==> config.mk <==
export PLATFORM = sky130hd
export DESIGN_NAME = signed_div_seq
export DESIGN_NICKNAME = d
export VERILOG_FILES = /design/src/rtl/div_pkg.sv /design/src/rtl/div_restore_step.sv /design/src/rtl/signed_div_seq.sv
export SDC_FILE = /design/constraint.sdc
export NUM_CORES = 1
export LEC_CHECK = 0
export ABC_AREA = 1
export CAP_MARGIN = 20
export CORE_ASPECT_RATIO = 1.4
export CORE_MARGIN = 4
export CORE_UTILIZATION = 50
export CTS_BUF_LIST = sky130_fd_sc_hd__clkbuf_8 sky130_fd_sc_hd__clkbuf_16
export DETAILED_ROUTE_END_ITERATION = 16
export GPL_ROUTABILITY_DRIVEN = 0
export PLACE_DENSITY = 0.75
export SYNTH_ARGS = -nofsm -noshare
export SYNTH_HDL_FRONTEND = slang
export SYNTH_SLANG_ARGS = --single-unit
==> constraint.sdc <==
create_clock -name clk -period 1.8 [get_ports clk]
set_input_delay 0.54 -clock clk [delete_from_list [all_inputs] [get_ports clk]]
set_output_delay 0.54 -clock clk [all_outputs]
set_load 0.01 [all_outputs]
==> src/rtl/div_pkg.sv <==
// Shared types and helpers for the sequential signed divider.
package div_pkg;

  typedef enum logic [1:0] {
    IDLE,
    PREP,
    ITER,
    FIX
  } state_t;

  function automatic logic [31:0] MIN_VAL(input int unsigned w);
    return 32'h1 << (w - 1);
  endfunction

  function automatic logic [31:0] MAX_VAL(input int unsigned w);
    return (32'h1 << (w - 1)) - 32'h1;
  endfunction

  // Two's-complement negate when neg is set; callers size-cast the result.
  function automatic logic [32:0] cond_neg(input logic [32:0] x, input logic neg);
    return neg ? (~x + 33'd1) : x;
  endfunction

endpackage

==> src/rtl/div_restore_step.sv <==
// One restoring-division iteration: shift in a dividend bit, trial-subtract the divisor.
module div_restore_step #(
  parameter int WIDTH = 4
) (
  input  logic [WIDTH:0] rem_i,
  input  logic           bit_i,
  input  logic [WIDTH:0] dmag_i,
  output logic [WIDTH:0] rem_o,
  output logic           qbit_o
);

  logic [WIDTH+1:0] shifted;

  always_comb begin
    shifted = {rem_i, bit_i};
    qbit_o  = (shifted >= {1'b0, dmag_i});
    rem_o   = qbit_o ? (WIDTH+1)'(shifted - {1'b0, dmag_i}) : shifted[WIDTH:0];
  end

endmodule

==> src/rtl/signed_div_seq.sv <==
// Sequential signed divider, one quotient bit per cycle, truncating toward zero.
// Define SIGNED_DIV_SAT_EN to saturate quotients on overflow / divide-by-zero.
module signed_div_seq
  import div_pkg::*;
#(
  parameter int WIDTH = 4
) (
  input  logic             clk,
  input  logic             rst,
  input  logic             start,
  input  logic [WIDTH-1:0] dividend,
  input  logic [WIDTH-1:0] divisor,
  output logic             busy,
  output logic             done,
  output logic [WIDTH-1:0] q,
  output logic [WIDTH-1:0] r,
  output logic             div_zero,
  output logic             overflow
);

  localparam int CNT_W = $clog2(WIDTH + 1);
  localparam logic [WIDTH-1:0] MIN_W = WIDTH'(MIN_VAL(WIDTH));
`ifdef SIGNED_DIV_SAT_EN
  localparam logic [WIDTH-1:0] MAX_W = WIDTH'(MAX_VAL(WIDTH));
`endif

  state_t           state_q, state_d;
  logic [CNT_W-1:0] cnt_q, cnt_d;
  logic [WIDTH-1:0] dvd_q, dvd_d;
  logic [WIDTH-1:0] dvs_q, dvs_d;
  logic             sq_q, sq_d;
  logic             sr_q, sr_d;
  logic [WIDTH:0]   dmag_q, dmag_d;
  logic [WIDTH-1:0] quo_q, quo_d;
  logic [WIDTH:0]   rem_q, rem_d;
  logic [WIDTH-1:0] q_q, q_d;
  logic [WIDTH-1:0] r_q, r_d;
  logic             dz_q, dz_d;
  logic             ov_q, ov_d;
  logic             done_q, done_d;

  logic [WIDTH:0]   step_rem;
  logic             step_qbit;

  // quo_q starts as the dividend magnitude and shifts left, quotient bits entering at the LSB.
  div_restore_step #(.WIDTH(WIDTH)) u_step (
    .rem_i  (rem_q),
    .bit_i  (quo_q[WIDTH-1]),
    .dmag_i (dmag_q),
    .rem_o  (step_rem),
    .qbit_o (step_qbit)
  );

  always_ff @(posedge clk or posedge rst) begin
    if (rst) begin
      state_q <= IDLE;
      cnt_q   <= '0;
      dvd_q   <= '0;
      dvs_q   <= '0;
      sq_q    <= 1'b0;
      sr_q    <= 1'b0;
      dmag_q  <= '0;
      quo_q   <= '0;
      rem_q   <= '0;
      q_q     <= '0;
      r_q     <= '0;
      dz_q    <= 1'b0;
      ov_q    <= 1'b0;
      done_q  <= 1'b0;
    end else begin
      state_q <= state_d;
      cnt_q   <= cnt_d;
      dvd_q   <= dvd_d;
      dvs_q   <= dvs_d;
      sq_q    <= sq_d;
      sr_q    <= sr_d;
      dmag_q  <= dmag_d;
      quo_q   <= quo_d;
      rem_q   <= rem_d;
      q_q     <= q_d;
      r_q     <= r_d;
      dz_q    <= dz_d;
      ov_q    <= ov_d;
      done_q  <= done_d;
    end
  end

  always_comb begin
    state_d = state_q;
    cnt_d   = cnt_q;
    dvd_d   = dvd_q;
    dvs_d   = dvs_q;
    sq_d    = sq_q;
    sr_d    = sr_q;
    dmag_d  = dmag_q;
    quo_d   = quo_q;
    rem_d   = rem_q;
    q_d     = q_q;
    r_d     = r_q;
    dz_d    = dz_q;
    ov_d    = ov_q;
    done_d  = 1'b0;

    unique case (state_q)
      IDLE: begin
        if (start) begin
          dvd_d   = dividend;
          dvs_d   = divisor;
          sq_d    = dividend[WIDTH-1] ^ divisor[WIDTH-1];
          sr_d    = dividend[WIDTH-1];
          dz_d    = 1'b0;
          ov_d    = 1'b0;
          state_d = PREP;
        end
      end
      PREP: begin
        if (dvs_q == '0) begin
          dz_d    = 1'b1;
`ifdef SIGNED_DIV_SAT_EN
          q_d     = dvd_q[WIDTH-1] ? MIN_W : MAX_W;
`else
          q_d     = '1;
`endif
          r_d     = dvd_q;
          done_d  = 1'b1;
          state_d = IDLE;
        end else begin
          // |MIN| = 2^(WIDTH-1) still fits in WIDTH unsigned bits.
          quo_d   = WIDTH'(cond_neg(33'(signed'(dvd_q)), dvd_q[WIDTH-1]));
          dmag_d  = (WIDTH+1)'(cond_neg(33'(signed'(dvs_q)), dvs_q[WIDTH-1]));
          rem_d   = '0;
          ov_d    = (dvd_q == MIN_W) && (dvs_q == '1);
          cnt_d   = CNT_W'(WIDTH);
          state_d = ITER;
        end
      end
      ITER: begin
        rem_d = step_rem;
        quo_d = {quo_q[WIDTH-2:0], step_qbit};
        cnt_d = cnt_q - CNT_W'(1);
        if (cnt_q == CNT_W'(1)) begin
          state_d = FIX;
        end
      end
      FIX: begin
        q_d     = WIDTH'(cond_neg(33'(quo_q), sq_q));
        r_d     = WIDTH'(cond_neg(33'(rem_q), sr_q));
`ifdef SIGNED_DIV_SAT_EN
        if (ov_q) begin
          q_d = MAX_W;
        end
`endif
        done_d  = 1'b1;
        state_d = IDLE;
      end
      default: state_d = IDLE;
    endcase
  end

  assign busy     = (state_q != IDLE);
  assign done     = done_q;
  assign q        = q_q;
  assign r        = r_q;
  assign div_zero = dz_q;
  assign overflow = ov_q;

endmodule

==> flow_metrics.py, run 1 <==
metrics = {
    "synth": {
        "synth_nets": 278,
        "synthMuxAreaShare_pct": 0,
        "synth_cells": 254,
        "synth_cell_types": 26,
        "synth.area.top_cells": "dfrtp_1 47%, nand2_1 12%, ha_1 7.2%",
        "synth_top_family_by_area": "simple AND/OR/NAND/NOR gates",
        "syn_area_um2": 2100,
        "synth_seq_area_share_pct": 46.5,
        "ys_ff_latch": 39,
        "yosys_warnings": 0,
        "netlist.area_leader.share_pct": 46.5,
        "synth_compound_area_share_pct": 11.3,
        "synth_xor_area_share_pct": 2.09,
        "synthSimpleGateAreaFrac_pct": 24.6,
        "yosys.area.top_type": "dfrtp_1",
        "syn_area_per_cell_um2": 8.26,
        "synth_fa_ha_area_share_pct": 8.11,
    },
    "floorplanning": {
        "rows": 27,
        "io_pins": 23,
        "core_um2": 3990,
        "die_width_um": 62.8,
        "die_h_um": 84.7,
        "start_util_pct": 52.6,
        "die_area_um2": 5310,
    },
    "drt": {
        "viasPerCell": 5.39,
        "route.vias.total": 1811,
        "routed_wl_um": 4560,
        "drt_iter0_markers": 103,
        "drc": 0,
        "final_antenna_net_count": 0,
        "top_layer": "met4",
        "wl_met2_um": 2340,
        "first_pass_iters": 4,
        "met1_length_um": 1940,
        "wire_per_inst_um": 13.6,
        "route.met3.wl_um": 142,
    },
    "pwr": {
        "p_sw_mw": 2.32,
        "irDropWorstVdd_uv": 938,
        "intPower_mw": 2.74,
        "p_clk_share_pct": 10.4,
        "p_seq_share_pct": 30.1,
        "power.density_nw_per_um2": 1930,
        "combPwrFrac_pct": 59.4,
        "switching_share_pct": 45.9,
        "p_leak_nw": 1.30,
    },
    "setup_path": {
        "reg2reg_to": "rem_q[2]$_DFFE_PP0P_",
        "worst_setup_path_start_kind": "flop",
        "r2r_slack_ns": 0.05,
        "path_buf_inv": 0,
        "cp.required_ns": 2.02,
        "r2r-start": "rem_q[2]$_DFFE_PP0P_",
        "worstPathCellList": "ha_1, nand2_1, nand2_1, a21oi_4, nand2_2, nand2_1, nand3_2, nand2_1",
        "cp-end-kind": "flop",
        "crit_path_max_incr_delay_ns": 0.43,
        "crit_arrival_ns": 1.97,
        "r2r_cells": 8,
        "path_class": "flop to flop",
        "crit_path_frequent_cell": "nand2_1",
        "crit_family": "simple AND/OR/NAND/NOR gates",
        "cp_max_fo": 6,
        "crit_slowest_cell": "dfrtp_1",
    },
    "clocking": {
        "htreeDepth": 2,
        "ctsHoldBuffers": 0,
        "cts.sinks": 39,
        "clock_latency_ns": 0.29,
        "cts_buffers": 5,
        "cts-root-buf": "clkbuf_8",
        "clk_pin_slew_ns": 0.07,
        "cts_tree": "done",
        "clockBufferDepth": 2,
    },
    "timing": {
        "grt_setup_unrepaired": "true",
        "worst_pin_slew_ns": 0.370,
        "drv_slew": 0,
        "max_freq_ghz": 0.572,
        "final-hold-violation-count": 0,
        "finalCriticalPeriod_ns": 1.75,
        "finalCritPeriodShare_pct": 97.1,
        "skew_ns": 0.00290,
        "timing.slew.headroom_pct": 75.3,
        "setup_viol": 0,
        "fin_ws_ns": 0.0517,
    },
    "worst_hold_path": {
        "hold_end": "div_zero$_DFFE_PP0P_",
        "hp-class": "flop to flop",
        "hold_start": "div_zero$_DFFE_PP0P_",
        "min_path_cells": 2,
    },
    "finish": {
        "most-common-layout-cells": "62 x nand2_1, 39 x dfrtp_1, 33 x inv_1",
        "final_nets": 318,
        "layout-drive-gt1-share_pct": 16.4,
        "diodes": 0,
        "final_cells": 336,
        "final_common_cell": "nand2_1",
        "areaGrowthSynthToFinish_pct": 24.9,
        "fin_area_um2": 2620,
    },
    "place": {
        "dp_slack_ns": 0.0669,
        "port_buffers": 22,
        "post-place-cells": 326,
        "dpl_cell_area_um2": 2440,
        "dp.final_hpwl_um": 3360,
    },
    "flow_run": {
        "maxCapViolCount": 0,
    },
    "global_route": {
        "grt_pass1_wl_um": 7760,
        "grt_start_max_net_pins": 40,
        "antenna_found_initial": 0,
        "grt_usage_pct": 18.4,
        "grt_pass1_vias": 1731,
        "grt_overflow": 0,
    },
    "run_status": {
        "status": "finished, final reports clean",
    },
}
-- worst reg2reg max path, stage by stage (launching register included) --
cell and delay (ns):
dfrtp_1 0.43, ha_1 0.38, nand2_1 0.09, nand2_1 0.08, a21oi_4 0.27, nand2_2 0.16, nand2_1 0.13, nand3_2 0.08
nand2_1 0.08
-- registers in the layout, indices dropped and copies added (netlist names), named ones only --
| signal | flops |
|---|---|
| sq_q | 1 |
| quo_q | 4 |
| dvs_q | 4 |
| r | 4 |
| dvd_q | 4 |
| state_q | 1 |
| overflow | 1 |
| dmag_q | 5 |
| div_zero | 1 |
| cnt_q | 3 |
| done | 1 |
| rem_q | 5 |
| q | 4 |
-- routing by layer --
metal,vias up,GRT usage (%)
met2,35,30.3
met4,0,10.4
met5,-,0
met1,865,22.5
met3,14,3.75
li1,897,-
-- cell type report --
class | count | area (µm²)
Clock inverter | 1 | 3.75
Clock buffer | 5 | 68.8
Fill cell | 333 | 1370
Timing Repair Buffer | 34 | 325
Inverter | 40 | 153
Sequential cell | 39 | 976
Tap cell | 43 | 53.8
Multi-Input combinational cell | 174 | 1040
-- cells in the mapped netlist, drive strengths merged --
master,instances
fa,1
nand2,70
o22ai,2
or2,1
a22oi,1
xnor2,2
o211ai,5
inv,40
nand3b,1
nor3,1
nor2,18
xor2,3
o221ai,1
nand4,5
o21ai,25
a21oi,6
buf,1
ha,12
nand3,20
dfrtp,39
-- cells by family after synthesis --
logic type,after synthesis
AND/OR/NAND/NOR,116
adder cells (fa/ha/maj),13
XOR/XNOR,5
flip-flops,39
AO/OA/AOI/OAI,40
buffers and inverters,41
-- power by group through the flow --
stage          Sequential (mW)  Combinational [mW]  Clock, mW
5_1_grt                   1.57                3.43      0.575
4_1_cts                   1.52                2.71      0.538
3_3_place_gp              1.52                2.64          0
2_1_floorplan             1.54                1.84          0
6_report                  1.53                3.01      0.529
3_5_place_dp              1.53                2.71          0
-- timing repair --
action	in CTS	in global routing
gates resized for setup	1	21
cloned	0	0
buffers inserted	0	4
pin swaps	0	15
setup endpoints to repair	1	6
-- stage by stage --
stage / setup TNS [ns] / util (%) / power [mW] / hold slack, ns
2_1_floorplan: 0 / - / 3.38 / 0.453
5_1_grt: -0.249 / 65.7 / 5.58 / 0.511
6_report: 0 / 65.7 / 5.07 / 0.486
3_5_place_dp: 0 / 61.2 / 4.24 / 0.475
4_1_cts: 0 / 63.0 / 4.77 / 0.494
3_3_place_gp: 0 / 61.2 / 4.15 / 0.470
-- worst max-delay path by stage --
stage / to / depth (start not counted) / startpoint / slack (ns)
6_report: rem_q[2]$_DFFE_PP0P_ / 8 / rem_q[2]$_DFFE_PP0P_ / 0.05
2_1_floorplan: quo_q[0]$_DFFE_PP0P_ / 10 / quo_q[3]$_DFFE_PP0P_ / 0.10
3_5_place_dp: rem_q[3]$_DFFE_PP0P_ / 11 / quo_q[3]$_DFFE_PP0P_ / 0.07
4_1_cts: rem_q[3]$_DFFE_PP0P_ / 11 / quo_q[3]$_DFFE_PP0P_ / 0.04
5_1_grt: rem_q[2]$_DFFE_PP0P_ / 11 / quo_q[3]$_DFFE_PP0P_ / -0.08
3_3_place_gp: rem_q[3]$_DFFE_PP0P_ / 11 / quo_q[3]$_DFFE_PP0P_ / 0.12
Power figures use the tool's default switching activity.
==> run 2, diff against run 1 <==
--- a/config.mk
+++ b/config.mk
@@ -10,7 +10,7 @@
 export CORE_ASPECT_RATIO = 1.4
 export CORE_MARGIN = 4
 export CORE_UTILIZATION = 50
-export CTS_BUF_LIST = sky130_fd_sc_hd__clkbuf_8 sky130_fd_sc_hd__clkbuf_16
+export CTS_BUF_LIST = sky130_fd_sc_hd__clkbuf_16
 export DETAILED_ROUTE_END_ITERATION = 16
 export GPL_ROUTABILITY_DRIVEN = 0
 export PLACE_DENSITY = 0.75
==> flow_metrics.py, run 2 (synthesis gave the netlist of run 1 again) <==
metrics = {
    "run_status": {
        "status": "finished, final reports clean",
    },
    "setup_path": {
        "cp_max_fo": 6,
        "worst_setup_path_start_kind": "flop",
        "path_class": "flop to flop",
        "cp-end-kind": "flop",
        "crit_arrival_ns": 1.98,
        "cp.required_ns": 2.01,
    },
    "clocking": {
        "cts-root-buf": "clkbuf_16",
        "clock_latency_ns": 0.27,
        "clk_pin_slew_ns": 0.05,
        "clockBufferDepth": 2,
        "ctsHoldBuffers": 0,
        "htreeDepth": 2,
        "cts.sinks": 39,
        "cts_buffers": 5,
        "cts_tree": "done",
    },
    "global_route": {
        "grt_start_max_net_pins": 40,
        "grt_pass1_wl_um": 7950,
        "grt_pass1_vias": 1783,
        "antenna_found_initial": 0,
        "grt_usage_pct": 18.8,
        "grt_overflow": 0,
    },
    "timing": {
        "worst_pin_slew_ns": 0.382,
        "final-hold-violation-count": 0,
        "finalCritPeriodShare_pct": 98.4,
        "max_freq_ghz": 0.565,
        "skew_ns": 0.00154,
        "setup_viol": 0,
        "timing.slew.headroom_pct": 74.5,
        "finalCriticalPeriod_ns": 1.77,
        "grt_setup_unrepaired": "true",
        "drv_slew": 0,
        "timing.setup.tns_ns": 0,
    },
    "floorplanning": {
        "die_area_um2": 5310,
        "core_um2": 3990,
        "die_width_um": 62.8,
        "rows": 27,
        "die_h_um": 84.7,
        "io_pins": 23,
        "start_util_pct": 52.6,
    },
    "drt": {
        "route.vias.total": 1842,
        "first_pass_iters": 4,
        "viasPerCell": 5.48,
        "drc": 0,
        "routed_wl_um": 4810,
        "wire_per_inst_um": 14.3,
        "final_antenna_net_count": 0,
        "drt_iter0_markers": 102,
    },
    "finish": {
        "most-common-layout-cells": "61 x nand2_1, 39 x dfrtp_1, 33 x inv_1",
        "final_nets": 318,
        "top_regs": "dmag_q x5, rem_q x5",
        "final_cells": 336,
        "layout-drive-gt1-share_pct": 16.7,
        "diodes": 0,
        "final_common_cell": "nand2_1",
        "areaGrowthSynthToFinish_pct": 27.7,
    },
    "pwr": {
        "irDropWorstVdd_uv": 1110,
        "power.density_nw_per_um2": 2010,
        "p_total_mw": 5.40,
        "p_leak_nw": 1.32,
    },
    "place": {
        "dp.final_hpwl_um": 3360,
        "port_buffers": 22,
        "post-place-cells": 326,
    },
    "flow_run": {
        "maxCapViolCount": 0,
    },
    "worst_hold_path": {
        "hp-class": "flop to flop",
    },
}
run 2: what timing repair did:
item / in CTS / in global routing
gates resized for setup: 1 / 22
setup buffers: 0 / 4
setup endpoints to repair: 1 / 6
pin swaps: 0 / 15
endpoints found under the hold margin: 0 / 0
run 2: worst paths after layout:
check	startpoint	end	slack, ns	depth (start not counted)
worst max-delay path	rem_q[2]$_DFFE_PP0P_	rem_q[1]$_DFFE_PP0P_	0.03	8
worst min-delay path	div_zero$_DFFE_PP0P_	div_zero$_DFFE_PP0P_	0.48	2
worst max register to register	rem_q[2]$_DFFE_PP0P_	rem_q[1]$_DFFE_PP0P_	0.03	8
worst min register to register	div_zero$_DFFE_PP0P_	div_zero$_DFFE_PP0P_	0.48	2
max in group asynchronous	rst	state_q[0]$_DFFE_PP0P_	0.98	3
min in group asynchronous	rst	r[0]$_DFFE_PP0P_	0.62	3
run 2: stage by stage:
step / utilization, % / worst slack [ns] / hold slack, ns / area [µm²]
6_report: 67.2 / 0.0289 / 0.484 / 2680
5_1_grt: 67.2 / -0.0797 / 0.506 / 2680
4_1_cts: 64.4 / 0.0477 / 0.490 / 2570
3_5_place_dp: 61.2 / 0.0669 / 0.475 / 2440
3_3_place_gp: 61.2 / 0.116 / 0.470 / 2440
2_1_floorplan: - / 0.105 / 0.453 / 2100
run 2: per-layer routing:
metal | GRT usage [%] | wire (µm) | up-vias
met2 | 32.4 | 2570 | 49
met5 | 0 | 0 | -
li1 | - | - | 903
met1 | 22.5 | 1950 | 878
met4 | 9.44 | 125 | 0
met3 | 2.95 | 167 | 12
run 2: layout make-up:
class / count / area, µm²
clock buffer: 5 / 125
clock inverter: 1 / 3.75
fill: 319 / 1310
inverter: 40 / 153
multi-input combinational: 174 / 1040
sequential: 39 / 976
tap: 43 / 53.8
timing repair buffer: 34 / 325
run 2: report_power, final:
part	internal (mW)	total, mW	switching (mW)
clock network	0.491	0.793	0.302
logic	1.23	3.07	1.84
registers	1.27	1.54	0.263
total	2.99	5.40	2.41
run 2: worst max-delay path, cell delays in order (launching register included):
cell     delay [ns]
dfrtp_1        0.42
ha_1           0.38
nand2_1        0.09
nand2_1        0.08
a21oi_4        0.27
nand2_2        0.17
nand2_1        0.13
nand3_2        0.08
nand2_1        0.09
